--- src/rtl/softmax_result_collector.sv ---
// Collects one descending-index softmax burst, restores ascending order in a local
// buffer, tracks the argmax, and replays the frame on a valid/ready stream.
module softmax_result_collector #(
  parameter int BITWIDTH = 32,
  parameter int INPUTMAX = 2
) (
  input  logic                Clock,
  input  logic                Reset,
  input  logic [INPUTMAX:0]   N,
  input  logic [BITWIDTH-1:0] Datain,
  input  logic                Datain_vld,
  output logic [BITWIDTH-1:0] Dataout,
  output logic                Dataout_vld,
  input  logic                Dataout_rdy,
  output logic                Dataout_last,
  output logic [INPUTMAX-1:0] Argmax,
  output logic                Argmax_vld,
  output logic                Busy,
  output logic                Overrun
);

  // state   | meaning
  // IDLE    | waiting for the first beat of a frame
  // CAPTURE | storing beats, write index counting down to 0
  // DRAIN   | replaying ascending order, argmax valid
  localparam int DEPTH = 2 ** INPUTMAX;
  localparam logic [1:0] S_IDLE    = 2'd0;
  localparam logic [1:0] S_CAPTURE = 2'd1;
  localparam logic [1:0] S_DRAIN   = 2'd2;

  logic [1:0]          state;
  logic [BITWIDTH-1:0] buffer [DEPTH];
  logic [INPUTMAX-1:0] neff;
  logic [INPUTMAX-1:0] wr;
  logic [INPUTMAX-1:0] rd;
  logic [INPUTMAX-1:0] argmax_idx;
  logic [BITWIDTH-2:0] max_mag;
  logic [INPUTMAX-1:0] n_clamp;
  logic                overrun_q;
  logic                handshake;
  logic                new_max;

  // Depth-1 is all ones in the low bits, so any frame length that sets the top bit clamps
  assign n_clamp   = N[INPUTMAX] ? '1 : N[INPUTMAX-1:0];
  assign handshake = (state == S_DRAIN) && Dataout_rdy;
  // >= lets later (lower-index) beats win ties
  assign new_max   = Datain[BITWIDTH-2:0] >= max_mag;

  always_ff @(posedge Clock or negedge Reset) begin
    if (!Reset) begin
      state      <= S_IDLE;
      neff       <= '0;
      wr         <= '0;
      rd         <= '0;
      argmax_idx <= '0;
      max_mag    <= '0;
      overrun_q  <= 1'b0;
      for (int i = 0; i < DEPTH; i++) buffer[i] <= '0;
    end else begin
      case (state)
        S_IDLE: begin
          if (Datain_vld) begin
            buffer[n_clamp] <= Datain;
            neff            <= n_clamp;
            max_mag         <= Datain[BITWIDTH-2:0];
            argmax_idx      <= n_clamp;
            rd              <= '0;
            if (n_clamp == '0) begin
              state <= S_DRAIN;
            end else begin
              state <= S_CAPTURE;
              wr    <= n_clamp - 1'b1;
            end
          end
        end
        S_CAPTURE: begin
          if (Datain_vld) begin
            buffer[wr] <= Datain;
            if (new_max) begin
              max_mag    <= Datain[BITWIDTH-2:0];
              argmax_idx <= wr;
            end
            if (wr == '0) state <= S_DRAIN;
            else          wr    <= wr - 1'b1;
          end
        end
        S_DRAIN: begin
          if (Datain_vld) overrun_q <= 1'b1;
          if (handshake) begin
            if (rd == neff) begin
              state <= S_IDLE;
              rd    <= '0;
            end else begin
              rd <= rd + 1'b1;
            end
          end
        end
        default: state <= S_IDLE;
      endcase
    end
  end

  assign Dataout      = (state == S_DRAIN) ? buffer[rd] : '0;
  assign Dataout_vld  = (state == S_DRAIN);
  assign Dataout_last = (state == S_DRAIN) && (rd == neff);
  assign Argmax       = argmax_idx;
  assign Argmax_vld   = (state == S_DRAIN);
  assign Busy         = (state != S_IDLE);
  assign Overrun      = overrun_q;

endmodule

--- config.mk ---
export PLATFORM = sky130hd
export DESIGN_NAME = softmax_result_collector
export DESIGN_NICKNAME = d
export VERILOG_FILES = /design/src/rtl/softmax_result_collector.sv
export SDC_FILE = /design/constraint.sdc
export NUM_CORES = 1
export LEC_CHECK = 0
export BUFFER_PORTS_ARGS = -buffer_cell sky130_fd_sc_hd__buf_2
export CAP_MARGIN = 20
export CORE_MARGIN = 10
export CORE_UTILIZATION = 50
export CTS_BUF_LIST = sky130_fd_sc_hd__clkbuf_4 sky130_fd_sc_hd__clkbuf_8
export DETAILED_ROUTE_END_ITERATION = 16
export GPL_ROUTABILITY_DRIVEN = 0
export PLACE_DENSITY_LB_ADDON = 0.25
export REMOVE_ABC_BUFFERS = 1
export SYNTH_ARGS = -nofsm -noshare
export SYNTH_HDL_FRONTEND = slang
export SYNTH_SLANG_ARGS = --single-unit
--- constraint.sdc ---
create_clock -name Clock -period 4.9 [get_ports Clock]
set_clock_uncertainty 0.2 [all_clocks]
set_input_delay 0 -clock Clock [delete_from_list [all_inputs] [get_ports Clock]]
set_output_delay 0 -clock Clock [all_outputs]
set_load 0.01 [all_outputs]
* Word level (Yosys, flattened, before mapping)
Cells that the tools add are included.
Widths: inputs -> output; s select.
** Cells by class
- $add $sub $neg :: 3
- $mul :: 0
- Divide/modulo/power cells :: 0
- Order comparisons :: 6
- Equality and inequality tests :: 11
- Shifts and indexed selects :: 0
- Muxes and demuxes :: 38
- Bitwise logic cells :: 3
- Reductions and logical operators :: 17
** Operators by type and width (number)
- $bwmux 128 :: 2
- $mux 128 :: 2
- $pmux 128 s2 :: 1
- $mux 32 :: 5
- $demux 32 s2 :: 2
- $mux 31 :: 3
- $bmux 32 s2 :: 1
- $pmux 31 s2 :: 1
- $mux 2 :: 17
- $ge 31x31->1 :: 1
- $ne 2x2->1 const B :: 6
- $pmux 2 s2 :: 3
- $reduce_and 5->1 :: 2
- $ge 3x3->1 const B :: 3
- $not 2->3 :: 3
- $logic_not 2->1 :: 3
- $lt 3x1->1 const B :: 2
- $pmux 2 s3 :: 1
- $reduce_and 3->1 :: 2
- $reduce_bool 2->1 :: 3
- $logic_and 1x1->1 :: 4
- $ne 2x1->1 const B :: 2
- $reduce_and 2->1 :: 2
- $reduce_and 4->1 :: 1
- 5 further kinds :: 6
** Word-level totals
- Flip-flop bits (word level) :: 170
- Latch bits :: 0
- Bits in writable memories :: 0
- Bits in read-only memories :: 0
- Output and inout port bits :: 39
- Memories kept :: 0

* Logic depth before layout (Yosys ltp)
- Depth in word-level cells :: 9
- Mapped depth :: 10

* Worst setup path after synthesis
Ideal clock, no wire load.
- Path kind :: register -> register
- From :: register max_mag[13]
- To :: register argmax_idx[0] (netlist: Argmax[0])
- Arrival time :: 2.274 ns
- Data required time :: 4.575 ns
- Path slack :: 2.301 ns
- Cell stages (with the launch flop) :: 10
- Buffers on the path :: 1
- Path through :: dfrtp_1 -> inv_1 -> ha_1 -> nand4_1 -> or4_1 -> o31a_1 -> o211ai_2 -> o21ai_4 -> buf_6 -> mux2_4
** On the way
- Longest elaborated chain between the ends :: 3
** Ends and longest elaborated chain
- start: declaration :: line 37 : logic [BITWIDTH-2:0] max_mag;
- start signal: assignment :: line 65 : max_mag <= Datain[BITWIDTH-2:0];
- start signal: assignment :: line 80 : max_mag <= Datain[BITWIDTH-2:0];
- $ge 31x31->1 :: line 47 : assign new_max = Datain[BITWIDTH-2:0] >= max_mag;
- $ne 2x2->1 (no line)
- $reduce_and 4->1 (no line)
- end signal: assignment :: line 66 : argmax_idx <= n_clamp;
- end signal: assignment :: line 81 : argmax_idx <= wr;
- end: declaration :: line 36 : logic [INPUTMAX-1:0] argmax_idx;
Every way passes these cells.
A chain may end at the register's enable or synchronous reset.

* Worst setup path after layout
- From :: register max_mag[4]
- To :: register max_mag[0]
** On the way
- Longest elaborated chain between the ends :: 3
** Ends and longest elaborated chain (line)
- $ge 31x31->1 :: 47
- $ne 2x2->1 (no line)
- $reduce_and 4->1 (no line)
Every way passes these cells.

==> flow_summary.toml <==
[run_status]
outcome = "completed"

[setup_path]
cp.arrival_ns = 3.38
cp-endpoint = "max_mag[0]$_DFFE_PN0P_"
cp_max_fo = 21
cp.required_ns = 5.06
r2r_slack_ns = 1.68
path_depth = 9
ff2ff_path_depth = 9
crit_path_start = "max_mag[4]$_DFFE_PN0P_"
path_class = "reg2reg"
crit_path_start_kind = "register"
slowest_stage = "o21ai_4"
worstPathCellList = "inv_1, ha_1, a211oi_1, nor2_1, o31ai_1, a2111oi_0, o21ai_4, buf_4, mux2_2"
reg2reg_from = "max_mag[4]$_DFFE_PN0P_"
endpoint_kind = "register"
cp_top_family = "compound AO/OA/AOI/OAI gates"
r2r-end = "max_mag[0]$_DFFE_PN0P_"
crit_buf_inv = 2
max_stage_delay_ns = 0.52

[synthesis]
synth.cell_area_um2 = 8344
ys_seq_area_share_pct = 50.98
ys_seq_elements = 170
synth_top_cell_by_area = "dfrtp_1"
netlist.area_leader.share_pct = 50.98
ys_warn_count = 0
ys_top_cells_by_area = "dfrtp_1 51%, mux2_2 18%, mux4_2 8.6%, mux2_4 5.4%, ha_1 4.6%"
postSynthAreaPerCell_um2 = 14.02
synth_edf_count = 0
synth.distinct_cells = 40
netlist_instances = 595
ys.flop_type = "dfrtp_1"
async_flop_share_pct = 100.0

[sta]
timing.slew.headroom_pct = 37.85
finalHoldViolCount = 0
tightest_slew_ns = 0.9323
worst_slack_ns = 1.683
slew_viol_final = 0
post-route-min-period_ns = 3.217
setup_viol = 0
fin_crit_sh_pct = 65.65
max_freq_mhz = 310.9
grt_setup_unrepaired = "no"
tns_ns = 0

[global_routing]
grt_pass1_vias = 5726
grt_max_degree = 75
grt_pass1_wl_um = 30820
grt_usage_pct = 17.55
gr-total-overflow = 0
antenna_found_initial = 0

[floorplanning]
fp.dieArea_um2 = 22260
num_rows = 47
die_y_um = 149.2
core-area_um2 = 16470
io_pins = 78
die_w_um = 149.2
start_util_pct = 50.68

[layout]
final_cell_mix = "169 x dfrtp_1, 130 x mux2_2, 76 x buf_2, 40 x dlygate4sd3_1, 35 x inv_1"
nets = 781
final_area_um2 = 9857
area_growth_pct = 18.13
drive_gt1_share_pct = 44.20
antennaDiodeCount = 0
fin_cells = 944
postLayoutCoreUtil_pct = 59.86
fill_cells = 1319
final_common_cell = "dfrtp_1"

[drt]
dr.pass1.iters = 4
drt-initial-drc-count = 221
via_per_inst = 5.463
drt_wl_total_um = 18300
vias = 5157
wl_per_cell_um = 19.39
drc = 0
antenna_left = 0

[placed_design]
dp_cells = 871
dp_hpwl_um = 12290
place_ws_ns = 1.686
port_buffers = 77
place_area_um2 = 8980

[pwr]
peakVddDrop_uv = 328.9
leakage_uw = 0.004534
power.density_nw_per_um2 = 597.4

[clock_tree]
cts_made_buffers = 17
holdBufCountCts = 41
cts_buffer_depth = 2
worstSkewPairLatency_ns = 0.47
root_buffer = "clkbuf_8"
tritoncts = "done"
post_cts_resized = 0
clock_sinks = 170
cts_setup_buffers = 0
clkTransAtPathRegs_ns = 0.09
cts_max_level = 4

[job]
drv_cap = 0

[hold_path]
hp-class = "in2reg"
==> state kept, by name, summed over array words and instances, names as in the netlist <==
register,flops
buffer,128
max_mag,31
Argmax,2
neff,2
rd,2
state,2
wr,2
Overrun,1
==> area by class of cell <==
class | count | area [um2] | area share (%)
sequential | 170 | 4255 | 43.17
clock inverter | 7 | 137.6 | 1.396
multi-input combinational | 359 | 3819 | 38.74
clock buffer | 25 | 319.1 | 3.237
inverter | 35 | 131.4 | 1.333
tap | 220 | 275.3 | 2.793
timing repair buffer | 128 | 919.6 | 9.330
==> metal layers <==
metal  wire length, um  part of all wire, %  track usage [%]  vias up
met5                 0                    0                0        -
met4               235                  1.3            5.496        0
met3               671                  3.7            3.914       23
met2              9097                   50            28.89       86
met1              8298                   45            22.62     2677
li1                  -                    -                -     2371
==> worst reg2reg max path, delay by kind of cell (launching register included) <==
kind / cells / cell delay [ns]
flip-flops: 1 / 0.36
AND/OR/NAND/NOR: 1 / 0.10
buffers and inverters: 2 / 0.53
multiplexers: 1 / 0.40
adder cells (fa/ha/maj): 1 / 0.30
AO/OA/AOI/OAI: 4 / 1.23
==> stage by stage <==
stage | hold WS, ns | total power, uW
6_report | 0.1525 | 5888
4_1_cts | 0.1248 | 5958
5_1_grt | 0.1618 | 6312
3_5_place_dp | -0.2951 | 4796
2_1_floorplan | -0.4956 | 4148
3_3_place_gp | -0.3060 | 4617
==> cells in the mapped netlist, types with 3 or more instances <==
cell / instances
buf_2: 12
mux2_2: 130
nand4_1: 5
nand3_1: 6
nor2_1: 14
a21o_1: 4
mux4_2: 32
ha_1: 31
clkbuf_1: 15
mux2_4: 30
and2_1: 32
dfrtp_1: 170
buf_6: 3
o21ai_0: 10
nand2_1: 20
inv_1: 35
a21oi_1: 16
==> worst min-delay path by stage <==
stage / from / endpoint / slack, ns / cells after the start
2_1_floorplan: Reset / Argmax[0]$_DFFE_PN0P_ / -0.50 / 0
3_3_place_gp: Reset / buffer[108]$_DFFE_PN0P_ / -0.31 / 1
3_5_place_dp: Reset / buffer[108]$_DFFE_PN0P_ / -0.30 / 1
4_1_cts: Datain[31] / buffer[31]$_DFFE_PN0P_ / 0.12 / 3
5_1_grt: Datain[31] / buffer[95]$_DFFE_PN0P_ / 0.16 / 3
6_report: Datain[31] / buffer[31]$_DFFE_PN0P_ / 0.15 / 3
==> power breakdown <==
part / internal, uW / switching, uW
sequential: 2110 / 410
combinational: 1360 / 885
clock: 631 / 488
total: 4110 / 1780
==> kinds of logic (layout without fill, tap and decap cells) <==
kind of cell	after synthesis	after routing	share of synthesized area, %
adders and majority gates	31	31	4.648
muxes	193	193	31.70
buffers and inverters	66	195	3.464
DFF	170	170	50.98
and+or+nand+nor	91	91	5.758
xor gates and xnor gates	2	2	0.2100
AOI/OAI and AO/OA	42	42	3.239
Power figures use the tool's default switching activity.
